--- src/rtl/freq_est_win.sv ---
// Windowed rising zero-crossing counter with hysteresis; emits one count per WIN_LEN valid samples.
// Optional build macro FREQ_EST_BOTH_EDGES_EN also counts falling crossings (half-periods).
module freq_est_win #(
  parameter int W       = 16,
  parameter int CW      = 16,
  parameter int WIN_LEN = 1024,
  parameter int WIN_W   = 16
) (
  input  logic                clk,
  input  logic                rst,
  input  logic signed [W-1:0] x,
  input  logic                v,
  input  logic signed [W-1:0] threshold,
  output logic [CW-1:0]       count,
  output logic                sat,
  output logic                vout
);

  typedef enum logic [1:0] {UNK, LOW, HIGH} state_t;

  state_t              state, state_nxt;
  logic signed [W-1:0] x_p0, thr_p0;
  logic                vld_p0;
  logic                lo_p1, hi_p1, vld_p1;
  logic [CW-1:0]       acc, acc_nxt;
  logic                sat_acc, sat_acc_nxt;
  logic [WIN_W-1:0]    win_cnt;
  logic                evt, win_end;
  logic signed [W:0]   x_ext, thr_c;

  // Negative thresholds collapse to zero so lo/hi can never both be true.
  function automatic logic signed [W:0] clamp_thr(input logic signed [W-1:0] t);
    return t[W-1] ? '0 : {1'b0, t};
  endfunction

  function automatic logic [CW:0] sat_inc(input logic [CW-1:0] a, input logic e);
    if (e && (a == {CW{1'b1}}))
      return {1'b1, a};
    return {1'b0, a + CW'(e)};
  endfunction

  // Stage 0: capture sample and threshold
  always_ff @(posedge clk) begin
    if (rst) begin
      vld_p0 <= 1'b0;
      x_p0   <= '0;
      thr_p0 <= '0;
    end else begin
      vld_p0 <= v;
      if (v) begin
        x_p0   <= x;
        thr_p0 <= threshold;
      end
    end
  end

  assign x_ext = {x_p0[W-1], x_p0};
  assign thr_c = clamp_thr(thr_p0);

  // Stage 1: widened compares against the clamped threshold
  always_ff @(posedge clk) begin
    if (rst) begin
      vld_p1 <= 1'b0;
      lo_p1  <= 1'b0;
      hi_p1  <= 1'b0;
    end else begin
      vld_p1 <= vld_p0;
      lo_p1  <= x_ext < -thr_c;
      hi_p1  <= x_ext > thr_c;
    end
  end

  // Stage 2: hysteresis FSM, accumulator, window counter, outputs
  always_comb begin
    state_nxt = state;
    evt       = 1'b0;
    if (vld_p1) begin
      case (state)
        UNK: begin
          if (lo_p1)      state_nxt = LOW;
          else if (hi_p1) state_nxt = HIGH;
        end
        LOW: begin
          if (hi_p1) begin
            state_nxt = HIGH;
            evt       = 1'b1;
          end
        end
        HIGH: begin
          if (lo_p1) begin
            state_nxt = LOW;
`ifdef FREQ_EST_BOTH_EDGES_EN
            evt       = 1'b1;
`else
            evt       = 1'b0;
`endif
          end
        end
        default: state_nxt = UNK;
      endcase
    end
  end

  assign {sat_acc_nxt, acc_nxt} = sat_inc(acc, evt) | {sat_acc, {CW{1'b0}}};
  assign win_end = vld_p1 && (win_cnt == WIN_W'(WIN_LEN - 1));

  always_ff @(posedge clk) begin
    if (rst) state <= UNK;
    else     state <= state_nxt;
  end

  always_ff @(posedge clk) begin
    if (rst) begin
      acc     <= '0;
      sat_acc <= 1'b0;
      win_cnt <= '0;
      count   <= '0;
      sat     <= 1'b0;
      vout    <= 1'b0;
    end else begin
      vout <= 1'b0;
      if (win_end) begin
        count   <= acc_nxt;
        sat     <= sat_acc_nxt;
        vout    <= 1'b1;
        acc     <= '0;
        sat_acc <= 1'b0;
        win_cnt <= '0;
      end else if (vld_p1) begin
        acc     <= acc_nxt;
        sat_acc <= sat_acc_nxt;
        win_cnt <= win_cnt + 1'b1;
      end
    end
  end

endmodule

--- config.mk ---
export PLATFORM = sky130hd
export DESIGN_NAME = freq_est_win
export DESIGN_NICKNAME = d
export VERILOG_FILES = /design/src/rtl/freq_est_win.sv
export SDC_FILE = /design/constraint.sdc
export NUM_CORES = 1
export LEC_CHECK = 0
export ABC_CLOCK_PERIOD_IN_PS = 3100
export BUFFER_PORTS_ARGS = -buffer_cell sky130_fd_sc_hd__buf_2
export CORE_MARGIN = 1.5
export CORE_UTILIZATION = 30
export CTS_BUF_LIST = sky130_fd_sc_hd__clkbuf_2
export DETAILED_ROUTE_END_ITERATION = 10
export SLEW_MARGIN = 20
export SYNTH_ARGS = -nofsm -noshare
export SYNTH_HDL_FRONTEND = slang
export SYNTH_SLANG_ARGS = --single-unit
--- constraint.sdc ---
create_clock -name clk -period 3.1 [get_ports clk]
set_input_delay 0.62 -clock clk [delete_from_list [all_inputs] [get_ports clk]]
set_output_delay 0.62 -clock clk [all_outputs]
set_load 0.005 [all_outputs]
# Word level (Yosys, flattened, before mapping)
# Index checks and enable logic that the tools add are counted.
# word_totals
reg_bits,89
elab_cells,41
output_inout_bits,18
# classes
bitwise_logic,1
muxes,12
add_sub_neg,3
reduce_logical,5
order_cmp,2
n_eq_ne,5
# ops
operator,n
17-bit 2-to-1 mux,2
16-bit by 17-bit < comparator with 1-bit output,1
15-bit negation with 17-bit output,1
17-bit OR,1
16-bit by 1-bit adder with 16-bit output,1
16-bit by 1-bit adder with 16-bit output (second input constant),1
16-bit by 10-bit equality test with 1-bit output (second input constant),1
16-bit equality test (second input constant),1
16-bit > comparator,1
15-bit 2-to-1 mux,1
2-bit 2-to-1 mux,3
2-bit one-hot mux with 3 select lines,1
1-bit 2-to-1 mux,5
2-bit by 1-bit equality test with 1-bit output (second input constant),1
2-bit equality test (second input constant),1
1-bit logical AND,2
2-bit zero test,1
2-bit != test (second input constant),1
2-bit AND reduction,1
2-bit OR reduction,1

# Logic depth before layout (Yosys ltp)
# Gate-level depths: netlist (run 1).
# depth
ltp_word,7
ltp_mapped,14

# Worst setup path before layout (run 1)
# Ideal clock, no wire load.
# synth_timing
kind,reg2reg
startpoint,register thr_p0[15]
endpoint,register lo_p1
required_ns,2.979
arrival_ns,2.898
synth_period_minus_slack_ns,3.018
setup_time_ns,0.121
stages_incl_launch_ff,15
setup_slack_ns,0.082
path_buffers,1
path_cell_list,dfxtp_1 inv_1 clkbuf_1 nand2_1 ha_1 o21ai_0 nand3b_1 nor2_1 xnor2_1 ha_1 and4_1 nand2_1 a2111oi_0 a211o_1 mux2_2
# synth_via
elab_chain_cells,3
# synth_rtl
item,line_no,source
start: declaration,22,"logic signed [W-1:0] x_p0, thr_p0;"
start signal: assignment,52,thr_p0 <= threshold;
15-bit 2-to-1 mux,33,"return t[W-1] ? '0 : {1'b0, t};"
15-bit negation with 17-bit output,68,lo_p1 <= x_ext < -thr_c;
16-bit by 17-bit < comparator with 1-bit output,68,
end signal: assignment,68,
end: declaration,24,"logic lo_p1, hi_p1, vld_p1;"
# Every way passes these cells.
# A chain may end at the register's enable or synchronous reset.

# Final worst setup path (run 1)
# Ends and elaborated chain as after synthesis.

==> flow_metrics.env, run 1 <==
export IMPL_static_leakage_power_nw=2.18
export IMPL_vias=3827
export IMPL_syn_to_final_growth_pct=10.7
export IMPL_powerDensity_nw_per_um2=384
export IMPL_port_buffer_count=52
export IMPL_root_buffer="clkbuf_2"
export IMPL_postSynthRegisterBits=89
export IMPL_cell_internal_pwr_w=0.00143
export IMPL_finalInstanceArea_um2=5250
export IMPL_route_detailed_vias_per_inst=4.83
export IMPL_die_w_um=129
export IMPL_post_cts_setup_buffer_count=0
export IMPL_r2r_path_start="thr_p0[15]"
export IMPL_reg_to_reg_endpoint="lo_p1"
export IMPL_synth_cell_type_count=48
export IMPL_timing_max_cap_violations=0
export IMPL_start_kind="register"
export IMPL_postSynthCellCount=538
export IMPL_numClockSinks=89
export IMPL_avgRoutedWirePerCell_um=13.2
export IMPL_power_combinational_fraction=0.160
export IMPL_finalCritPeriodShare=0.925
export IMPL_antenna_left=0
export IMPL_post_route_cells_drive_above_1_share=0.139
export IMPL_synth_area_leaders="dfxtp_1 38%, ha_1 9.2%, nor2_1 8.1%, mux2i_1 7.2%, xor2_1 5.7%"
export IMPL_finalCriticalPeriod_ns=2.87
export IMPL_synthFlopType="dfxtp_1"
export IMPL_htree_num_levels=3
export IMPL_layout_nets=648
export IMPL_timing_critical_path_to_type="register"
export IMPL_postPlaceCellArea_um2=5170
export IMPL_core_region_area_um2=15300
export IMPL_timing_max_transition_violations_final=0
export IMPL_hold_buf_cts=0
export IMPL_worstPathArrival_ns=3.36
export IMPL_worst_slew_pin_slew_ns=0.962
export IMPL_hold_ws_ns=0.265
export IMPL_grt_start_max_net_pins=37
export IMPL_min_from="x[4]"
export IMPL_start_util=0.310
export IMPL_initial_antenna_violation_count=0
export IMPL_synth_edf_count=0
export IMPL_hold_end="x_p0[4]"
export IMPL_holdCritPathClass="primary input to register"
export IMPL_via_count_of_the_first_global_routing_pass=3763
export IMPL_switching_power_w=0.000587
export IMPL_reg2reg_depth=13
export IMPL_rows=45
export IMPL_mappedNetlistNets=608
export IMPL_grt_setup_unrepaired="no"
export IMPL_total_negative_slack_for_setup_checks_ns=0
export IMPL_power_switching_share=0.292
export IMPL_synth_top_cell_area_share=0.376
export IMPL_post_cts_resize_count=0
export IMPL_cts_clk_slew_worst_paths_ns=0.22
export IMPL_max_freq_ghz=0.349
export IMPL_post_dp_hpwl_mm=7.82
export IMPL_avgSynthCellArea_um2=8.81
export IMPL_cp_max_fo=3
export IMPL_yosysWarnings=0
export IMPL_die_area_um2=16600
export IMPL_setup_worst_path_class="register to register"
export IMPL_synthArstFlopShare=0
export IMPL_grt_use_total=0.136
export IMPL_grt_first_pass_wirelength_mm=18.1
export IMPL_worst_r2r_setup_slack_ns=0.23
export IMPL_timing_clock_skew_ns=0.0265
export IMPL_share_seq_of_total_power=0.600
export IMPL_setup_violations_final=0
export IMPL_tritoncts_clock_tree="built"
export IMPL_maximum_buffer_depth_of_the_clock_tree=2
export IMPL_required_worst_endpoint_ns=3.60
export IMPL_status="finished clean"
export IMPL_grt_overflow_total=0
export IMPL_routed_wl_mm=10.4
export IMPL_mappedNetlistArea_um2=4740
export IMPL_synth_commonest_cells="102 x nor2_1, 89 x dfxtp_1, 37 x nand2_1"
export IMPL_remaining_drc_errors=0
export IMPL_sequential_area_share_after_synthesis=0.376
export IMPL_detail_route_first_pass_iterations=5
export IMPL_dieHeight_um=129
export IMPL_gp_congestion=0.871
export IMPL_yosysMostFrequentCell="nor2_1"
export IMPL_design_portCount=53
export IMPL_drt_iter0_markers=206
export IMPL_clock_insertion_delay_worst_skew_ns=0.58
export IMPL_slew_limit_headroom=0.359
export IMPL_worstHoldPathCells=3
export IMPL_cts_buffers=9
export IMPL_yosys_area_top_type="dfxtp_1"
export IMPL_final_hold_vio_count=0
export IMPL_antenna_diode_count=0
export IMPL_clock_power_share=0.239
export IMPL_worst_ir_drop_vdd_mv=0.245
[state kept, by name (all words and copies together) (netlist names), 2 cells and up]
name and cells:
acc 16, count 16, state 2, thr_p0 16
win_cnt 16, x_p0 16
[metal layers]
| metal | track usage | up-vias | wire length, um |
|---|---|---|---|
| li1 | - | 1983 | - |
| met1 | 0.172 | 1765 | 4930 |
| met2 | 0.230 | 70 | 4910 |
| met3 | 0.0366 | 9 | 481 |
| met4 | 0.0370 | 0 | 117 |
| met5 | 0 | - | 0 |
[metrics by stage]
stage               utilization  power (W)  worst slack, ns  cells
floorplan                     -    0.00146           0.0818    538
global placement          0.338    0.00154            0.420    778
detailed placement        0.338    0.00155            0.208    778
CTS                       0.343    0.00205            0.177    793
global route              0.343    0.00214           0.0335    793
finish                    0.343    0.00201            0.233    793
[placed cells by master (no fill, tap or decap), types with 8 or more instances in the layout]
master	count
ha_1	35
nand2_1	37
inv_1	8
nor2_1	102
clkbuf_2	11
nand3_1	13
a21oi_1	16
xnor2_1	16
mux2i_1	34
o21ai_0	12
dfxtp_1	89
nand4_1	10
a211oi_1	16
o211ai_1	15
and4_1	8
buf_2	52
xor2_1	31
[cell type report]
class | instances | area [um^2]
inverter | 8 | 30.0
clock buffer | 11 | 55.1
clock inverter | 4 | 21.3
sequential | 89 | 1780
fill | 1634 | 10100
timing repair buffer | 59 | 313
tap | 211 | 264
multi-input combinational | 411 | 2790
[worst max-delay path by stage]
| stage | from | endpoint | slack, ns | depth (start not counted) |
|---|---|---|---|---|
| 5_1_grt | thr_p0[15] | lo_p1 | 0.03 | 13 |
| 3_5_place_dp | thr_p0[15] | lo_p1 | 0.21 | 13 |
| 3_3_place_gp | thr_p0[15] | lo_p1 | 0.42 | 13 |
| 2_1_floorplan | thr_p0[15] | lo_p1 | 0.08 | 14 |
| 6_report | thr_p0[15] | lo_p1 | 0.23 | 13 |
| 4_1_cts | thr_p0[15] | lo_p1 | 0.18 | 13 |
[power by group through the flow]
stage                     sequential, W  combinational [W]  clock [W]
after floorplan                 0.00122           0.000238          0
after global placement          0.00123           0.000307          0
after detailed placement        0.00123           0.000321          0
after CTS                       0.00121           0.000324   0.000521
after global routing            0.00122           0.000368   0.000558
final                           0.00121           0.000323   0.000482
[kinds of logic (layout without fill, tap and decap cells)]
| logic type | Yosys count | after routing | share of synthesized area |
|---|---|---|---|
| AOI/OAI and AO/OA | 83 | 83 | 0.120 |
| xor gates and xnor gates | 47 | 47 | 0.0868 |
| adders and majority gates | 35 | 35 | 0.0924 |
| buffers and inverters | 38 | 82 | 0.0383 |
| DFF | 89 | 89 | 0.376 |
| muxes | 35 | 35 | 0.0742 |
| and+or+nand+nor | 211 | 211 | 0.213 |
[critical path, cell delays in order (launching register included)]
cell	delay (ns)
dfxtp_1	0.38
inv_1	0.06
nand2_1	0.10
ha_1	0.20
o21ai_0	0.12
nand3b_1	0.25
nor2_1	0.18
xnor2_1	0.08
ha_1	0.29
and4_1	0.21
nand2_1	0.10
a2111oi_1	0.34
a211o_1	0.16
mux2_2	0.33
Note: power is estimated with default switching activity, not from simulation.
==> run 2, diff against run 1 <==
--- a/config.mk
+++ b/config.mk
@@ -5,12 +5,14 @@
 export SDC_FILE = /design/constraint.sdc
 export NUM_CORES = 1
 export LEC_CHECK = 0
+export ABC_AREA = 1
 export ABC_CLOCK_PERIOD_IN_PS = 3100
 export BUFFER_PORTS_ARGS = -buffer_cell sky130_fd_sc_hd__buf_2
 export CORE_MARGIN = 1.5
 export CORE_UTILIZATION = 30
 export CTS_BUF_LIST = sky130_fd_sc_hd__clkbuf_2
 export DETAILED_ROUTE_END_ITERATION = 10
+export REMOVE_ABC_BUFFERS = 1
 export SLEW_MARGIN = 20
 export SYNTH_ARGS = -nofsm -noshare
 export SYNTH_HDL_FRONTEND = slang
==> run 2 against run 1 <==
  * Die area is 3.2% higher
  * Core utilization fell by 0.089 points
  * Non-clock buffer count is 2 lower
  * Critical path depth rose by 3
  * Combinational power rose by 13%
  * Count of clock-buffer cells in the layout fell by 2
  * Sequential power hardly changed
  * Critical path type unchanged
  * Sequential share of layout area fell by 1.1 points
  * Cell count grew 23%
  * Highest routed layer unchanged
  * First-iteration DRC count is 2.4% higher
  * Largest power group unchanged
==> flow_metrics.env, run 2 <==
export IMPL_rows=46
export IMPL_post_dp_hpwl_mm=7.75
export IMPL_yosys_area_top_type="dfxtp_1"
export IMPL_detail_route_first_pass_iterations=4
export IMPL_timing_max_cap_violations=0
export IMPL_worstPathArrival_ns=3.20
export IMPL_r2r_path_start="thr_p0[15]"
export IMPL_grt_setup_unrepaired="no"
export IMPL_vias=4378
export IMPL_fillers=1799
export IMPL_finalCritPeriodShare=0.869
export IMPL_layout_cells_most_common="nand2_1"
export IMPL_htree_num_levels=3
export IMPL_yosysMostFrequentCell="nand2_1"
export IMPL_post_cts_setup_buffer_count=0
export IMPL_synthArstFlopShare=0
export IMPL_final_setup_worst_slack_ns=0.406
export IMPL_powerDensity_nw_per_um2=389
export IMPL_min_from="threshold[1]"
export IMPL_timing_critical_path_to_type="register"
export IMPL_timing_max_transition_violations_final=0
export IMPL_critical_path_max_stage_delay_ns=0.56
export IMPL_postSynthRegisterBits=89
export IMPL_grt_use_total=0.137
export IMPL_layout_nets=827
export IMPL_worst_path_max_delay_cell="dfxtp_1"
export IMPL_core_region_area_um2=15900
export IMPL_grt_start_max_net_pins=45
export IMPL_die_w_um=131
export IMPL_grt_first_pass_wirelength_mm=18.6
export IMPL_root_buffer="clkbuf_2"
export IMPL_setup_worst_path_class="register to register"
export IMPL_max_freq_ghz=0.371
export IMPL_slew_limit_headroom=0.521
export IMPL_postSynthCellCount=713
export IMPL_cts_buffers=9
export IMPL_design_portCount=53
export IMPL_synth_edf_count=0
export IMPL_post_cts_resize_count=0
export IMPL_cp_max_fo=10
export IMPL_clock_insertion_delay_worst_skew_ns=0.61
export IMPL_total_negative_slack_for_setup_checks_ns=0
export IMPL_worst_ir_drop_vdd_mv=0.237
export IMPL_syn_to_final_growth_pct=11.0
export IMPL_gp_congestion=0.832
export IMPL_avgSynthCellArea_um2=6.86
export IMPL_hold_buf_cts=0
export IMPL_avgRoutedWirePerCell_um=11.0
export IMPL_cts_clk_slew_worst_paths_ns=0.23
export IMPL_crit_path_start="thr_p0[15]"
export IMPL_synth_area_leaders="dfxtp_1 36%, nand2_1 13%, nor2_1 9.0%, ha_1 8.9%, inv_1 5.4%"
export IMPL_start_util=0.308
export IMPL_maximum_buffer_depth_of_the_clock_tree=2
export IMPL_final_hold_vio_count=0
export IMPL_mappedNetlistArea_um2=4890
export IMPL_routed_wl_mm=10.8
export IMPL_via_count_of_the_first_global_routing_pass=4070
export IMPL_die_area_um2=17100
export IMPL_cpMostUsedCell="nand2_1"
export IMPL_timing_clock_skew_ns=0.0313
export IMPL_synthFlopType="dfxtp_1"
export IMPL_port_buffer_count=52
export IMPL_synth_cell_type_count=34
export IMPL_static_leakage_power_nw=2.61
export IMPL_grt_overflow_total=0
export IMPL_remaining_drc_errors=0
export IMPL_antenna_left=0
export IMPL_holdCritPathClass="primary input to register"
export IMPL_multi_input_area_um2=2690
export IMPL_placement_setup_worst_slack_ns=0.447
export IMPL_start_kind="register"
export IMPL_crit_path_cell_trace="inv_4 > nand2_1 > ha_1 > nand3_1 > nor3_2 > nand3_1 > xor2_1 > ha_1 > nand2_1 > nand2_1 > nand3_1 > nand2_1 > a21oi_1 > nand3_1 > nand2_1 > nor2_1"
export IMPL_status="finished clean"
export IMPL_finalCriticalPeriod_ns=2.69
export IMPL_required_worst_endpoint_ns=3.61
export IMPL_drt_iter0_markers=211
export IMPL_yosysWarnings=0
export IMPL_synth_commonest_cells="164 x nand2_1, 117 x nor2_1, 89 x dfxtp_1"
export IMPL_seq_area_um2=1780
export IMPL_route_detailed_vias_per_inst=4.47
export IMPL_setup_violations_final=0
export IMPL_highest_count_cells_in_the_layout_ignoring_fill_and_taps="164 x nand2_1, 117 x nor2_1, 89 x dfxtp_1"
export IMPL_post_route_cells_drive_above_1_share=0.122
export IMPL_synth_top_cell_area_share=0.364
export IMPL_initial_antenna_violation_count=0
export IMPL_numClockSinks=89
export IMPL_sequential_area_share_after_synthesis=0.364
export IMPL_tritoncts_clock_tree="built"
export IMPL_worst_slew_pin_slew_ns=0.717
export IMPL_dieHeight_um=131
[run 2: critical path: cells and delay by family, from the launching register on]
| kind | cells | cell delay (ns) |
|---|---|---|
| buf+inv | 1 | 0.11 |
| compound gates | 1 | 0.17 |
| xor+xnor | 1 | 0.16 |
| simple gates | 11 | 1.10 |
| flops | 1 | 0.56 |
| fa+ha+maj | 2 | 0.48 |
[run 2: power breakdown]
part           internal (W)  switching [W]  total [W]
Clock              0.000104       0.000419   0.000523
Sequential          0.00119      0.0000342    0.00122
Combinational      0.000142       0.000222   0.000364
Total               0.00144       0.000676    0.00211
[run 2: logic make-up (layout without fill, tap and decap cells)]
| family | count (synthesis) | count (layout) | share of synthesized area |
|---|---|---|---|
| AO/OA/AOI/OAI | 95 | 95 | 0.0987 |
| XOR/XNOR | 20 | 20 | 0.0358 |
| adder cells (fa/ha/maj) | 35 | 35 | 0.0895 |
| buffers and inverters | 103 | 152 | 0.0867 |
| flip-flops | 89 | 89 | 0.364 |
| other | 0 | 1 | 0 |
| AND/OR/NAND/NOR | 371 | 371 | 0.325 |
[run 2: area by class of cell]
class,count,share of cell area
multi-input cells,521,0.495
flip-flops and latches,89,0.328
inverters,79,0.0551
repair buffers,57,0.0548
well taps,216,0.0498
clock inverters,7,0.00852
clock buffers,9,0.00829
diodes,1,0.000461
[run 2: worst paths after layout]
kind,end,slack [ns],cells past startpoint
min reg2reg,vld_p1,0.39,2
min,thr_p0[1],0.22,3
max,lo_p1,0.41,16
max reg2reg,lo_p1,0.41,16
[run 2: per-stage QoR]
step	util	area, um^2	instances	hold WS, ns	power [W]
floorplan	-	4770	689	0.388	0.00150
global placement	0.336	5340	962	0.390	0.00161
detailed placement	0.336	5340	962	0.396	0.00161
CTS	0.342	5430	978	0.165	0.00215
global route	0.342	5430	978	0.173	0.00227
finish	0.342	5430	979	0.223	0.00211
[run 2: routing by layer]
metal | GRT usage | up-vias | part of all wire
met5 | 0 | - | 0
met4 | 0.0433 | 0 | 0.014
met3 | 0.0362 | 14 | 0.038
met2 | 0.235 | 68 | 0.46
met1 | 0.169 | 1914 | 0.49
li1 | - | 2382 | -
